==> src/rtl/snn_timestep_sequencer.sv <==
// ============================================================================
// snn_timestep_sequencer: runs N timesteps of the SNN, accumulates class
// spike counts and reports the argmax class.          Rev 1.0
// ============================================================================
`default_nettype none

module snn_timestep_sequencer #(
  parameter int N_IN   = 30,
  parameter int N_OUT  = 5,
  parameter int CNT_W  = 8,
  parameter int STEP_W = 8,
  parameter int TMO_W  = 10
) (
  input  logic                   clk,
  input  logic                   rst,
  input  logic                   cmd_start,
  input  logic [STEP_W-1:0]      num_steps,
  output logic                   stim_rd_en,
  output logic [STEP_W-1:0]      stim_addr,
  input  logic [N_IN-1:0]        stim_data,
  output logic                   net_start,
  output logic [N_IN-1:0]        net_spikes_in,
  input  logic                   net_done,
  input  logic [N_OUT-1:0]       net_spikes_out,
  output logic                   busy,
  output logic                   result_valid,
  output logic [2:0]             result_class,
  output logic [N_OUT*CNT_W-1:0] result_counts,
  output logic                   result_err
);

  localparam logic [2:0] S_IDLE   = 3'd0;
  localparam logic [2:0] S_FETCH  = 3'd1;
  localparam logic [2:0] S_LOAD   = 3'd2;
  localparam logic [2:0] S_LAUNCH = 3'd3;
  localparam logic [2:0] S_WAIT   = 3'd4;
  localparam logic [2:0] S_ARGMAX = 3'd5;

  localparam logic [CNT_W-1:0]  CNT_ONE  = CNT_W'(1);
  localparam logic [STEP_W-1:0] STEP_ONE = STEP_W'(1);
  localparam logic [TMO_W-1:0]  TMO_ONE  = TMO_W'(1);

  logic [2:0]                   state_q, state_d;
  logic [STEP_W-1:0]            steps_q, steps_d;
  logic [STEP_W-1:0]            step_q, step_d;
  logic [N_OUT-1:0][CNT_W-1:0]  cnt_q, cnt_d;
  logic [TMO_W-1:0]             wdog_q, wdog_d;
  logic [N_IN-1:0]              spikes_q, spikes_d;
  logic                         busy_q, busy_d;
  logic                         valid_q, valid_d;
  logic                         err_q, err_d;
  logic [2:0]                   class_q, class_d;
  logic [N_OUT*CNT_W-1:0]       counts_q, counts_d;

  logic [STEP_W-1:0]            step_inc;
  logic [TMO_W-1:0]             wdog_inc;
  logic                         last_step;
  logic                         wdog_expire;
  logic [2:0]                   best_idx;
  logic [CNT_W-1:0]             best_val;

  assign step_inc    = step_q + STEP_ONE;
  assign wdog_inc    = wdog_q + TMO_ONE;
  assign last_step   = (step_inc == steps_q);
  assign wdog_expire = (wdog_inc == {TMO_W{1'b1}});

  // Strict '>' keeps the lowest index on ties.
  always_comb begin
    best_idx = 3'd0;
    best_val = cnt_q[0];
    for (int k = 1; k < N_OUT; k++) begin
      if (cnt_q[k] > best_val) begin
        best_val = cnt_q[k];
        best_idx = 3'(k);
      end
    end
  end

  // State register
  always_ff @(posedge clk or posedge rst) begin
    if (rst) begin
      state_q <= S_IDLE;
    end else begin
      state_q <= state_d;
    end
  end

  // Next-state logic
  always_comb begin
    state_d = state_q;
    case (state_q)
      S_IDLE: begin
        if (cmd_start) begin
          state_d = (num_steps == '0) ? S_ARGMAX : S_FETCH;
        end
      end
      S_FETCH:  state_d = S_LOAD;
      S_LOAD:   state_d = S_LAUNCH;
      S_LAUNCH: state_d = S_WAIT;
      S_WAIT: begin
        if (net_done) begin
          state_d = last_step ? S_ARGMAX : S_FETCH;
        end else if (wdog_expire) begin
          state_d = S_ARGMAX;
        end
      end
      S_ARGMAX: state_d = S_IDLE;
      default:  state_d = S_IDLE;
    endcase
  end

  // Output logic
  always_comb begin
    stim_rd_en = (state_q == S_FETCH);
    net_start  = (state_q == S_LAUNCH);
  end

  always_comb begin
    steps_d  = steps_q;
    step_d   = step_q;
    cnt_d    = cnt_q;
    wdog_d   = wdog_q;
    spikes_d = spikes_q;
    busy_d   = busy_q;
    valid_d  = valid_q;
    err_d    = err_q;
    class_d  = class_q;
    counts_d = counts_q;
    case (state_q)
      S_IDLE: begin
        if (cmd_start) begin
          steps_d  = num_steps;
          step_d   = '0;
          cnt_d    = '0;
          wdog_d   = '0;
          valid_d  = 1'b0;
          err_d    = 1'b0;
          class_d  = 3'd0;
          counts_d = '0;
          busy_d   = 1'b1;
        end
      end
      S_LOAD: begin
        spikes_d = stim_data;
        wdog_d   = '0;
      end
      S_WAIT: begin
        if (net_done) begin
          for (int k = 0; k < N_OUT; k++) begin
            if (net_spikes_out[k] && (cnt_q[k] != {CNT_W{1'b1}})) begin
              cnt_d[k] = cnt_q[k] + CNT_ONE;
            end
          end
          step_d = step_inc;
        end else begin
          wdog_d = wdog_inc;
          if (wdog_expire) begin
            err_d = 1'b1;
          end
        end
      end
      S_ARGMAX: begin
        class_d  = best_idx;
        counts_d = cnt_q;
        valid_d  = 1'b1;
        busy_d   = 1'b0;
      end
      default: ;
    endcase
  end

  always_ff @(posedge clk or posedge rst) begin
    if (rst) begin
      steps_q  <= '0;
      step_q   <= '0;
      cnt_q    <= '0;
      wdog_q   <= '0;
      spikes_q <= '0;
      busy_q   <= 1'b0;
      valid_q  <= 1'b0;
      err_q    <= 1'b0;
      class_q  <= 3'd0;
      counts_q <= '0;
    end else begin
      steps_q  <= steps_d;
      step_q   <= step_d;
      cnt_q    <= cnt_d;
      wdog_q   <= wdog_d;
      spikes_q <= spikes_d;
      busy_q   <= busy_d;
      valid_q  <= valid_d;
      err_q    <= err_d;
      class_q  <= class_d;
      counts_q <= counts_d;
    end
  end

  assign stim_addr     = step_q;
  assign net_spikes_in = spikes_q;
  assign busy          = busy_q;
  assign result_valid  = valid_q;
  assign result_err    = err_q;
  assign result_class  = class_q;
  assign result_counts = counts_q;

endmodule

`default_nettype wire

==> config.mk <==
export PLATFORM = sky130hd
export DESIGN_NAME = snn_timestep_sequencer
export DESIGN_NICKNAME = d
export VERILOG_FILES = /design/src/rtl/snn_timestep_sequencer.sv
export SDC_FILE = /design/constraint.sdc
export NUM_CORES = 1
export LEC_CHECK = 0
export ABC_AREA = 1
export CORE_MARGIN = 3
export CORE_UTILIZATION = 30
export DETAILED_ROUTE_END_ITERATION = 12
export PLACE_DENSITY = 0.54
export SYNTH_ARGS = -nofsm -noshare
export SYNTH_HDL_FRONTEND = slang
export SYNTH_SLANG_ARGS = --single-unit
==> constraint.sdc <==
create_clock -name clk -period 7.3 [get_ports clk]
set_input_delay 2.19 -clock clk [delete_from_list [all_inputs] [get_ports clk]]
set_output_delay 2.19 -clock clk [all_outputs]
set_load 0.05 [all_outputs]
==> impl_metrics.tcl <==
set metrics [dict create \
    p_leak_nw 4.25 \
    drc 0 \
    clk_path_buf_depth 2 \
    grt.busiest_layer "met2" \
    viasPerCell 4.72 \
    rsz0062_at_grt "no" \
    syn_to_final_growth_pct 30.9 \
    synth_seq_area_share_pct 48.8 \
    routed_wl_um 19600 \
    dieWidth_um 163 \
    grt_pass1_vias 6274 \
    root_buffer "clkbuf_16" \
    cts_resized 0 \
    ir_worst_vdd_mv 0.263 \
    hp-class "flip-flop to flip-flop" \
    drtAntennaViolNets 0 \
    overflow 0 \
    cap_viol_max_count 0 \
    r2r_cells 35 \
    worstSetupEndpointType "flip-flop" \
    hold_viol_final 0 \
    crit_type "flip-flop to flip-flop" \
    period_minus_slack_ns 5.77 \
    synth_top_area_cell "dfrtp_1" \
    ios 133 \
    cts_tree "built" \
    r2r_setup_slack_ns 1.53 \
    drive_gt1_share_pct 9.40 \
    cts_hold_buf 0 \
    slowest_stage "o21ai_0" \
    grt_max_degree 104 \
    wl_per_cell_um 15.0 \
    start_util_pct 31.1 \
    place.port_buffers 132 \
    drt-initial-drc-count 403 \
    finalSetupViolCount 0 \
    fin_skew_ns 0.0101 \
    post-cts-setup-buffer-count 0 \
    reg2reg_from "cnt_q[3]" \
    cpMostUsedCell "nand2_1" \
    die_h_um 163 \
    utilization_pct 40.7 \
    antenna_found_initial 0 \
    cts_buffers 17 \
    core_um2 23900 \
    nets 1062 \
    via_count 6174 \
    avgSynthCellArea_um2 8.84 \
    rows 56 \
    r2r-end "result_class[0]" \
    report.final.slew_viol_count 0 \
    fmax_ghz 0.173 \
    status "finished, final reports clean" \
    ys_ff_latch 145 \
    synthCells 841 \
    synth_warnings 0 \
    netlist_area_um2 7440 \
    fin_setup_tns_ns 0 \
    crit_path_start_kind "flip-flop" \
    detailed_place_hpwl_um 14000 \
    syn_nets 927 \
    worstMarginPinSlew_ns 1.14 \
    crit_fanout 16 \
    cts_sinks 145 \
    dieArea_um2 26700 \
    cp_data_required_time_ns 7.66 \
    p_per_area_nw_per_um2 501 \
    path_clk_slew_ns 0.07 \
    hold_slack_ns 0.478 \
    cp_data_arrival_time_ns 6.13 \
    synth.area.top_cells "dfrtp_1, nand2_1, ha_1" \
    clock_latency_ns 0.43 \
    use_met1_pct 20.4 \
    critical-path-max-stage-delay_ns 0.48 \
    synth_top_area_share_pct 48.8 \
    antenna_cells 0 \
    ys_async_sr_fraction_pct 100 \
    grtUsageMet3_pct 4.84 \
    h-tree-depth 4 \
    whs_endpoint "result_valid" \
    gp_routability_congestion 0.852 \
    dr.pass1.iters 5 \
    grtUsageMet2_pct 24.1 \
    ys_types 40 \
    whs_path_depth 2 \
    min_from "result_valid" \
    grt_pass1_wl_um 32200 \
    timing.slew.headroom_pct 23.6 \
    grt_util_all_layers_pct 15.1 \
    synth_edf_count 0 \
    finalCritPeriodShare_pct 79.1 \
    synth_ff_type "dfrtp_1" \
]
-- synth_stat cells (2+ instances only) --
| cell | count |
|---|---|
| nand2_2 | 2 |
| nor4_1 | 4 |
| nor3b_1 | 6 |
| xor2_1 | 14 |
| o21ai_0 | 89 |
| a21oi_1 | 30 |
| nand2_1 | 184 |
| dfrtp_1 | 145 |
| nor2_1 | 34 |
| nor3_4 | 2 |
| ha_1 | 39 |
| nor3_1 | 28 |
| o22ai_1 | 13 |
| xnor2_1 | 6 |
| mux2_2 | 30 |
| nor2_4 | 4 |
| clkinv_1 | 2 |
| buf_1 | 2 |
| clkbuf_1 | 16 |
| nand3_1 | 43 |
| a211oi_1 | 2 |
| a21oi_4 | 2 |
| nand4_1 | 13 |
| a21oi_2 | 3 |
| nor2_2 | 4 |
| inv_2 | 5 |
| and2_1 | 8 |
| inv_1 | 98 |
| o211ai_1 | 2 |
-- worst max-delay path by stage --
stage	slack, ns	to	start	cells after the start
finish	1.53	result_class[0]	cnt_q[3]	35
global route	0.73	result_class[0]	cnt_q[3]	35
CTS	1.52	result_class[0]	cnt_q[3]	35
detailed placement	1.56	result_class[0]	cnt_q[3]	35
global placement	1.64	result_class[2]	cnt_q[3]	34
floorplan	1.22	busy	rst	1
-- flip-flops by register name, indices dropped and copies added (netlist names) --
signal	flops
busy	1
cnt_q	40
net_spikes_in	30
result_class	3
result_counts	40
result_err	1
result_valid	1
state_q	3
steps_q	8
stim_addr	8
wdog_q	10
-- metal layers --
layer	share of wire (%)	up-vias	wire (um)
met5	0	-	0
met1	47	2941	9260
met2	46	145	8980
li1	-	3074	-
met3	6.4	14	1260
met4	0.51	0	100
-- layout by cell type, fill, tap and decap left out, types with 3 or more instances in the layout --
cell type and n:
a21oi_1 30, a21oi_2 3, and2_1 8, buf_4 4, bufinv_16 3, clkbuf_16 17, clkdlybuf4s50_1 132, clkinv_4 3
clkinvlp_4 3, dfrtp_1 145, ha_1 39, inv_1 97, inv_2 5, inv_6 5, mux2_2 30, nand2_1 184
nand3_1 43, nand4_1 13, nor2_1 34, nor2_2 4, nor2_4 4, nor3_1 28, nor3b_1 6, nor4_1 4
o21ai_0 89, o22ai_1 13, xnor2_1 6, xor2_1 14
-- stage by stage --
step	std cells	power [W]	area [um^2]	worst slack, ns
2_1_floorplan	841	0.00319	7440	1.22
3_3_place_gp	1276	0.00392	9110	1.64
3_5_place_dp	1276	0.00395	9110	1.56
4_1_cts	1308	0.00492	9740	1.52
5_1_grt	1308	0.00529	9740	0.731
6_report	1308	0.00487	9740	1.53
-- critical path, delay by kind of cell (launching register included) --
kind            cells  cell delay, ns
buf+inv             4            0.49
simple gates       19            2.30
flops               1            0.39
fa+ha+maj           4            1.21
compound gates      8            1.32
-- cell type report --
class | instances | area (um^2)
Tap cell | 319 | 399
Timing Repair Buffer | 136 | 1350
Inverter | 106 | 405
Fill cell | 2382 | 14200
Clock buffer | 19 | 453
Multi-Input combinational cell | 570 | 3320
Clock inverter | 13 | 174
Sequential cell | 145 | 3630
-- where the power goes --
| part | switching, W | internal (W) |
|---|---|---|
| logic | 0.00188 | 0.000960 |
| clock network | 0.000375 | 0.000562 |
| registers | 0.000117 | 0.000979 |
-- logic make-up after synthesis --
group	Yosys count	share of synthesized area [%]
buf+inv	126	6.51
flops	145	48.8
xor+xnor	20	2.36
simple gates	334	20.3
compound gates	147	11.0
mux	30	4.54
fa+ha+maj	39	6.56
Power figures use the tool's default switching activity.
